==> src/rtl/pipeline_hazard_sequencer.sv <==
// Control-path sequencer for a 5-stage pipeline: carries decoded control bundles
// through ID/EX, EX/MEM and MEM/WB and resolves load-use, branch and memory-wait hazards.
module pipeline_hazard_sequencer #(
  parameter int MAX_WAIT = 15,
  parameter int REG_W    = 5
) (
  input  logic             clk,
  input  logic             rst_n,
  input  logic [1:0]       id_wb,
  input  logic [2:0]       id_mem,
  input  logic [3:0]       id_ex,
  input  logic [REG_W-1:0] id_rs,
  input  logic [REG_W-1:0] id_rt,
  input  logic [REG_W-1:0] id_dst,
  input  logic             mem_zero,
  input  logic             mem_ready,
  output logic [1:0]       idex_wb,
  output logic [2:0]       idex_mem,
  output logic [3:0]       idex_ex,
  output logic [1:0]       exmem_wb,
  output logic [2:0]       exmem_mem,
  output logic [1:0]       memwb_wb,
  output logic             pc_write,
  output logic             ifid_write,
  output logic             ifid_flush,
  output logic             pc_src,
  output logic [1:0]       state,
  output logic             mem_timeout
);

  typedef enum logic [1:0] {
    S_RUN      = 2'd0,
    S_LD_STALL = 2'd1,
    S_FLUSH    = 2'd2,
    S_MEM_WAIT = 2'd3
  } state_e;

  localparam logic [7:0] MAX_W = 8'(MAX_WAIT);

  state_e           state_q, state_d;
  logic [1:0]       idex_wb_q, idex_wb_d;
  logic [2:0]       idex_mem_q, idex_mem_d;
  logic [3:0]       idex_ex_q, idex_ex_d;
  logic [REG_W-1:0] idex_dst_q, idex_dst_d;
  logic [1:0]       exmem_wb_q, exmem_wb_d;
  logic [2:0]       exmem_mem_q, exmem_mem_d;
  logic [1:0]       memwb_wb_q, memwb_wb_d;
  logic [7:0]       wait_cnt_q, wait_cnt_d;
  logic             timeout_q, timeout_d;

  logic mem_op, mw, br, lu, forced;

  assign mem_op = exmem_mem_q[1] | exmem_mem_q[0];
  assign mw     = mem_op & ~mem_ready & (wait_cnt_q < MAX_W);
  assign br     = exmem_mem_q[2] & mem_zero;
  assign lu     = idex_mem_q[1] & (idex_dst_q != '0) &
                  ((idex_dst_q == id_rs) | (idex_dst_q == id_rt));

  // A memory op still not ready after leaving MEM_WAIT can only be the wait limit expiring
  assign forced = (state_q == S_MEM_WAIT) & (state_d != S_MEM_WAIT) & mem_op & ~mem_ready;

  always_ff @(posedge clk or negedge rst_n) begin
    if (!rst_n) state_q <= S_RUN;
    else        state_q <= state_d;
  end

  always_comb begin
    state_d = S_RUN;
    if (mw)      state_d = S_MEM_WAIT;
    else if (br) state_d = S_FLUSH;
    else if (lu) state_d = S_LD_STALL;
  end

  always_comb begin
    pc_write   = 1'b0;
    ifid_write = 1'b0;
    ifid_flush = 1'b0;
    pc_src     = 1'b0;
    if (rst_n) begin
      pc_write   = (state_d == S_RUN) | (state_d == S_FLUSH);
      ifid_write = pc_write;
      ifid_flush = (state_d == S_FLUSH);
      pc_src     = (state_d == S_FLUSH);
    end
  end

  always_comb begin
    idex_wb_d   = id_wb;
    idex_mem_d  = id_mem;
    idex_ex_d   = id_ex;
    idex_dst_d  = id_dst;
    exmem_wb_d  = idex_wb_q;
    exmem_mem_d = idex_mem_q;
    memwb_wb_d  = exmem_wb_q;
    wait_cnt_d  = '0;
    timeout_d   = timeout_q | forced;
    case (state_d)
      S_LD_STALL: begin
        idex_wb_d  = '0;
        idex_mem_d = '0;
        idex_ex_d  = '0;
        idex_dst_d = '0;
      end
      S_FLUSH: begin
        idex_wb_d   = '0;
        idex_mem_d  = '0;
        idex_ex_d   = '0;
        idex_dst_d  = '0;
        exmem_wb_d  = '0;
        exmem_mem_d = '0;
      end
      S_MEM_WAIT: begin
        idex_wb_d   = idex_wb_q;
        idex_mem_d  = idex_mem_q;
        idex_ex_d   = idex_ex_q;
        idex_dst_d  = idex_dst_q;
        exmem_wb_d  = exmem_wb_q;
        exmem_mem_d = exmem_mem_q;
        memwb_wb_d  = '0;
        wait_cnt_d  = wait_cnt_q + 8'd1;
      end
      default: ;
    endcase
  end

  always_ff @(posedge clk or negedge rst_n) begin
    if (!rst_n) begin
      idex_wb_q   <= '0;
      idex_mem_q  <= '0;
      idex_ex_q   <= '0;
      idex_dst_q  <= '0;
      exmem_wb_q  <= '0;
      exmem_mem_q <= '0;
      memwb_wb_q  <= '0;
      wait_cnt_q  <= '0;
      timeout_q   <= 1'b0;
    end else begin
      idex_wb_q   <= idex_wb_d;
      idex_mem_q  <= idex_mem_d;
      idex_ex_q   <= idex_ex_d;
      idex_dst_q  <= idex_dst_d;
      exmem_wb_q  <= exmem_wb_d;
      exmem_mem_q <= exmem_mem_d;
      memwb_wb_q  <= memwb_wb_d;
      wait_cnt_q  <= wait_cnt_d;
      timeout_q   <= timeout_d;
    end
  end

  assign idex_wb     = idex_wb_q;
  assign idex_mem    = idex_mem_q;
  assign idex_ex     = idex_ex_q;
  assign exmem_wb    = exmem_wb_q;
  assign exmem_mem   = exmem_mem_q;
  assign memwb_wb    = memwb_wb_q;
  assign state       = state_d;
  assign mem_timeout = timeout_q;

endmodule
==> config.mk <==
export PLATFORM = sky130hd
export DESIGN_NAME = pipeline_hazard_sequencer
export DESIGN_NICKNAME = d
export VERILOG_FILES = /design/src/rtl/pipeline_hazard_sequencer.sv
export SDC_FILE = /design/constraint.sdc
export NUM_CORES = 1
export LEC_CHECK = 0
export CAP_MARGIN = 20
export CELL_PAD_IN_SITES_DETAIL_PLACEMENT = 0
export CELL_PAD_IN_SITES_GLOBAL_PLACEMENT = 2
export CORE_MARGIN = 2
export CORE_UTILIZATION = 26
export DETAILED_ROUTE_END_ITERATION = 6
export GPL_TIMING_DRIVEN = 0
export HOLD_SLACK_MARGIN = 0.03
export PLACE_DENSITY_LB_ADDON = 0.1
export SYNTH_ARGS = -nofsm -noshare
export SYNTH_HDL_FRONTEND = slang
export SYNTH_SLANG_ARGS = --single-unit
==> constraint.sdc <==
create_clock -name clk -period 3.45 [get_ports clk]
set_clock_uncertainty 0.1 [all_clocks]
set_input_delay 0.69 -clock clk [delete_from_list [all_inputs] [get_ports clk]]
set_output_delay 0.69 -clock clk [all_outputs]
set_load 0.1 [all_outputs]
---- Word-level counts from Yosys, hierarchy flattened ----
Cells that the tools add are included.
operators by class
  add/subtract/negate cells ............... 1
  order comparisons ....................... 1
  equal/unequal tests ..................... 7
  muxes and demuxes ....................... 13
  bitwise gates (word level) .............. 13
  reduce and logical (&&, ||, !) cells .... 3
operators by type and width
  operator                                                                number
  3-bit one-hot mux with 2 select lines                                   2
  5-bit equality test                                                     2
  5-bit one-hot mux with 2 select lines                                   1
  8-bit by 1-bit adder with 8-bit output (second input constant)          1
  1-bit bitwise AND                                                       8
  8-bit by 4-bit < comparator with 1-bit output (second input constant)   1
  8-bit 2-to-1 mux                                                        1
  2-bit one-hot mux with 2 select lines                                   2
  4-bit one-hot mux with 2 select lines                                   1
  2-bit equality test (second input constant)                             3
  2-bit 2-to-1 mux                                                        3
  5-bit nonzero test                                                      1
  1-bit bitwise OR                                                        4
  1-bit 2-to-1 mux                                                        3
  2-bit by 1-bit equality test with 1-bit output (second input constant)  1
  2-bit zero test                                                         1
  2-bit != test (second input constant)                                   1
  2-bit OR reduction                                                      1
  1-bit inverter                                                          1
storage, ports and cells
  bits in registers ....................... 32

---- Longest topological paths before layout ----
  depth in word-level cells ............... 11
  gate-level depth with buffers ........... 9

---- Worst setup path before layout ----
Ideal clock, no wire load.
  path kind ............................... flip-flop to output port
  from .................................... reg exmem_mem_q[0] (netlist: exmem_mem[0])
  to ...................................... out pc_write
  arrival ................................. 3.607 ns
  path slack .............................. -0.947 ns
  stages on the path, launching flop included .. 8
  buffers on the path ..................... 1
  cells stage by stage .................... dfrtp_1 o21bai_1 or3_4 nand2_1 inv_1 ha_1 o21a_1 buf_4
between the ends
  longest elaborated chain between the ends .. 7
  elaborated cells on any way between the ends .. 8
  those cells by class .................... eq/ne (1); mux (2); bitwise (4); reduce/logical (1)
RTL lines
  element                                                 line  text
  from (decl)                                             46    logic [2:0] exmem_mem_q, exmem_mem_d;
  from (signal assigned)                                  143   exmem_mem_q <= exmem_mem_d;
  1-bit bitwise OR *                                      53    assign mem_op = exmem_mem_q[1] | exmem_mem_q[0];
  1-bit bitwise AND * (2 in a row)                        54    assign mw = mem_op & ~mem_ready & (wait_cnt_q < MAX_W);
  2-bit 2-to-1 mux *                                      69    if (mw) state_d = S_MEM_WAIT;
  named net state[1]                                      27    output logic [1:0] state,
  2-bit equality test or 2-bit zero test (tied branches)  80    pc_write = (state_d == S_RUN) | (state_d == S_FLUSH);
  1-bit bitwise OR *                                      80
  1-bit 2-to-1 mux *                                      --
  to (decl)                                               23    output logic pc_write,
The timed path passes the listed nets; every way through them passes the cells marked *.

---- Worst setup path in the final report ----
  from .................................... in mem_ready
  to ...................................... out state[0]
between the ends
  longest elaborated chain between the ends .. 4
RTL lines
  element                         line  text
  from (decl)                     16    input logic mem_ready,
  1-bit inverter                  54
  1-bit bitwise AND (2 in a row)  54
  2-bit 2-to-1 mux                69
  to (decl)                       27
Every way passes these cells.

==> summary.txt <==
Placed instance count = 268
Largest net degree at the start of global routing = 35
First-pass GRT wire length = 5.637 mm
Port Buffer Count = 50
Worst Max-Slew Pin Slew = 991.8 ps
Nets = 235
Leakage Power = 0.9341 nW
Drt pass-1 iters = 4
DIE AREA = 6206 um2
Met1 wire length = 1.570 mm
Max Slew Vio Count = 0
Std-Cell Rows = 27
Vias/cell = 4.216
IO Count = 51
Initial antenna violation count = 0
Power Density = 571.1 nW/um2
Final instance area = 2205 um2
RSZ-0062 raised after global routing = false
Starting Density = 0.2673
Area growth syn-to-layout = 51.63%
Post-synthesis xor/xnor area fraction = 0.07229
Final setup vio count = 0
Syn. warnings = 0
DR iter-0 viols = 19
Routed WL = 3.458 mm
CTS Hold Buffers Added = 0
DRT antenna net count = 0
Slew HR = 0.3368
Worst Path Max Fanout = 10
Synth Cell Area = 1454 um2
Pre-CTS WS = -771.5 ps
Crit Path Class = in2out
Worst skew pair latency = 280 ps
Crit path required time = 2660 ps
CTS buffer count = 5
GPL Wtd Cong = 0.6902
ANT cells = 0
Overall power = 1.259 mW
DP Area = 2062 um2
Fillers = 561
Die width = 78.78 um
Final Hold Fails = 0
Mux cell area share after synthesis = 0
Setup TNS = 0 ps
Total gr overflow = 0
PnR worst setup slack = 97.40 ps
Commonest non-fill, non-tap cell in the layout = clkdlybuf4s50_1
Clock sink count = 32
VDD IR-drop max = 0.2617 mV
Total track usage = 0.1205
H-Tree Depth = 2
Fmax = 298.3 MHz
Finished Layout Cells = 278
Core Util, Final = 0.4053
Core Region = 5439 um2
CP Launch Type = input port
Top layer reached by signal wires = met4
HP Class = in2async
Status = complete, no violations
Post-synthesis simple-gate area fraction = 0.2151
Arr. time, crit path = 2560 ps
Final Critical Period = 3353 ps
Compound-Gate Fraction of Synth Area = 0.09811
Dpl hpwl = 2.568 mm
Fin Hold WS = 358.0 ps
Die Ht = 78.78 um
Clock buffer depth = 2
Most frequent cells in the layout = clkdlybuf4s50_1, dfrtp_1, nand2_1
CTS root buf = clkbuf_8
Routed len/inst = 12.44 um
Share of cells above drive strength 1 = 0.1505
Tcrit/Tclk final = 0.9718
Critical path capture point type = output pin
Sequential area share after synthesis = 0.5508
FF+latch count, synth = 32
Max Cap Viol = 0
Clk pin slew, worst setup/hold paths = 70 ps
DRC = 0
Vias = 1172
Number of global-route vias before repair = 1162
CTS tree = built
Syn_area_per_cell = 10.17 um2
Adder-cell share of the synthesized area = 0.01721
Cells after Synth = 143
Post-synthesis cell type count = 27
Met3 WL post-DR = 255 um
Largest family of logic cells by synthesized area = simple AND/OR/NAND/NOR gates
Met2 Wirelength = 1.571 mm
## synthesized netlist by cell type
library cell / instances / area [um2]
dfrtp_1: 32 / 800.8
o21ai_0: 15 / 75.07
a41o_1: 1 / 10.01
o22ai_1: 1 / 6.260
nor2_1: 6 / 22.52
o21ai_1: 4 / 20.02
o21bai_1: 1 / 7.510
a41oi_1: 1 / 8.760
o31ai_1: 1 / 7.510
and3_1: 1 / 6.260
nand3_1: 3 / 15.01
conb_1: 1 / 3.750
or3_4: 1 / 11.26
o21a_1: 1 / 7.510
buf_6: 2 / 22.52
clkbuf_1: 1 / 3.750
xnor2_1: 11 / 96.34
or4_4: 1 / 11.26
nand2_1: 30 / 112.6
buf_4: 4 / 30.03
and2_1: 4 / 25.02
nor3_4: 1 / 16.27
xor2_1: 1 / 8.760
nor3_1: 1 / 5.000
inv_1: 2 / 7.510
ha_1: 2 / 25.02
nand2b_1: 14 / 87.58
## critical path, stage by stage
cell             delay (ps)
clkdlybuf4s50_1         390
o21bai_1                210
nor3_4                  320
buf_4                   230
a41o_1                  140
clkdlybuf4s15_2         560
## sequential cells by signal, indices dropped and copies added (netlist names)
register     flops
exmem_mem        3
exmem_wb         2
idex_dst_q       5
idex_ex          4
idex_mem         3
idex_wb          2
mem_timeout      1
memwb_wb         2
state_q          2
wait_cnt_q       8
## cells by family (layout without fill, tap and decap cells)
group	Yosys count	in the layout
buf+inv	9	69
compound gates	25	25
flops	32	32
simple gates	62	62
xor+xnor	12	12
fa+ha+maj	2	2
other cells	1	4
## layout make-up
class                      count  area (um2)  share of cell area
tap                           72       90.09             0.04086
clock buffer                   7       96.34             0.04370
clock inverter                 1       30.03             0.01362
timing repair buffer          52       505.5              0.2293
inverter                       2       7.507            0.003405
multi-input combinational    105       615.6              0.2792
sequential                    32       803.3              0.3644
buffer                         7       56.30             0.02554
## final timing paths
kind,from,to,slack (ps),depth (start not counted)
worst max-delay path,mem_ready,state[0],100,6
worst min-delay path,rst_n,wait_cnt_q[7],360,1
worst max register to register,wait_cnt_q[6],idex_ex[1],790,8
worst min register to register,wait_cnt_q[0],wait_cnt_q[0],360,1
max in group asynchronous,rst_n,exmem_mem[1],2370,1
min in group clk,wait_cnt_q[0],wait_cnt_q[0],360,1
## layer usage
layer / vias to the layer above / track usage
met5: - / 0
met4: 0 / 0.05263
met3: 6 / 0.04432
met2: 39 / 0.1863
met1: 542 / 0.1509
li1: 585 / -
## power breakdown
| group | internal, mW | switching, mW | leakage (nW) | total [mW] |
|---|---|---|---|---|
| clock network | 0.255 | 0.132 | 0.0645 | 0.386 |
| registers | 0.413 | 0.0309 | 0.394 | 0.444 |
| logic | 0.124 | 0.305 | 0.476 | 0.429 |
| total | 0.792 | 0.467 | 0.934 | 1.26 |
## what timing repair did
item / CTS / global route
buffers inserted: 0 / 2
pin swaps: 1 / 2
endpoints found under the setup margin: 6 / 4
gates resized for setup: 22 / 3
Power figures use the tool's default switching activity.
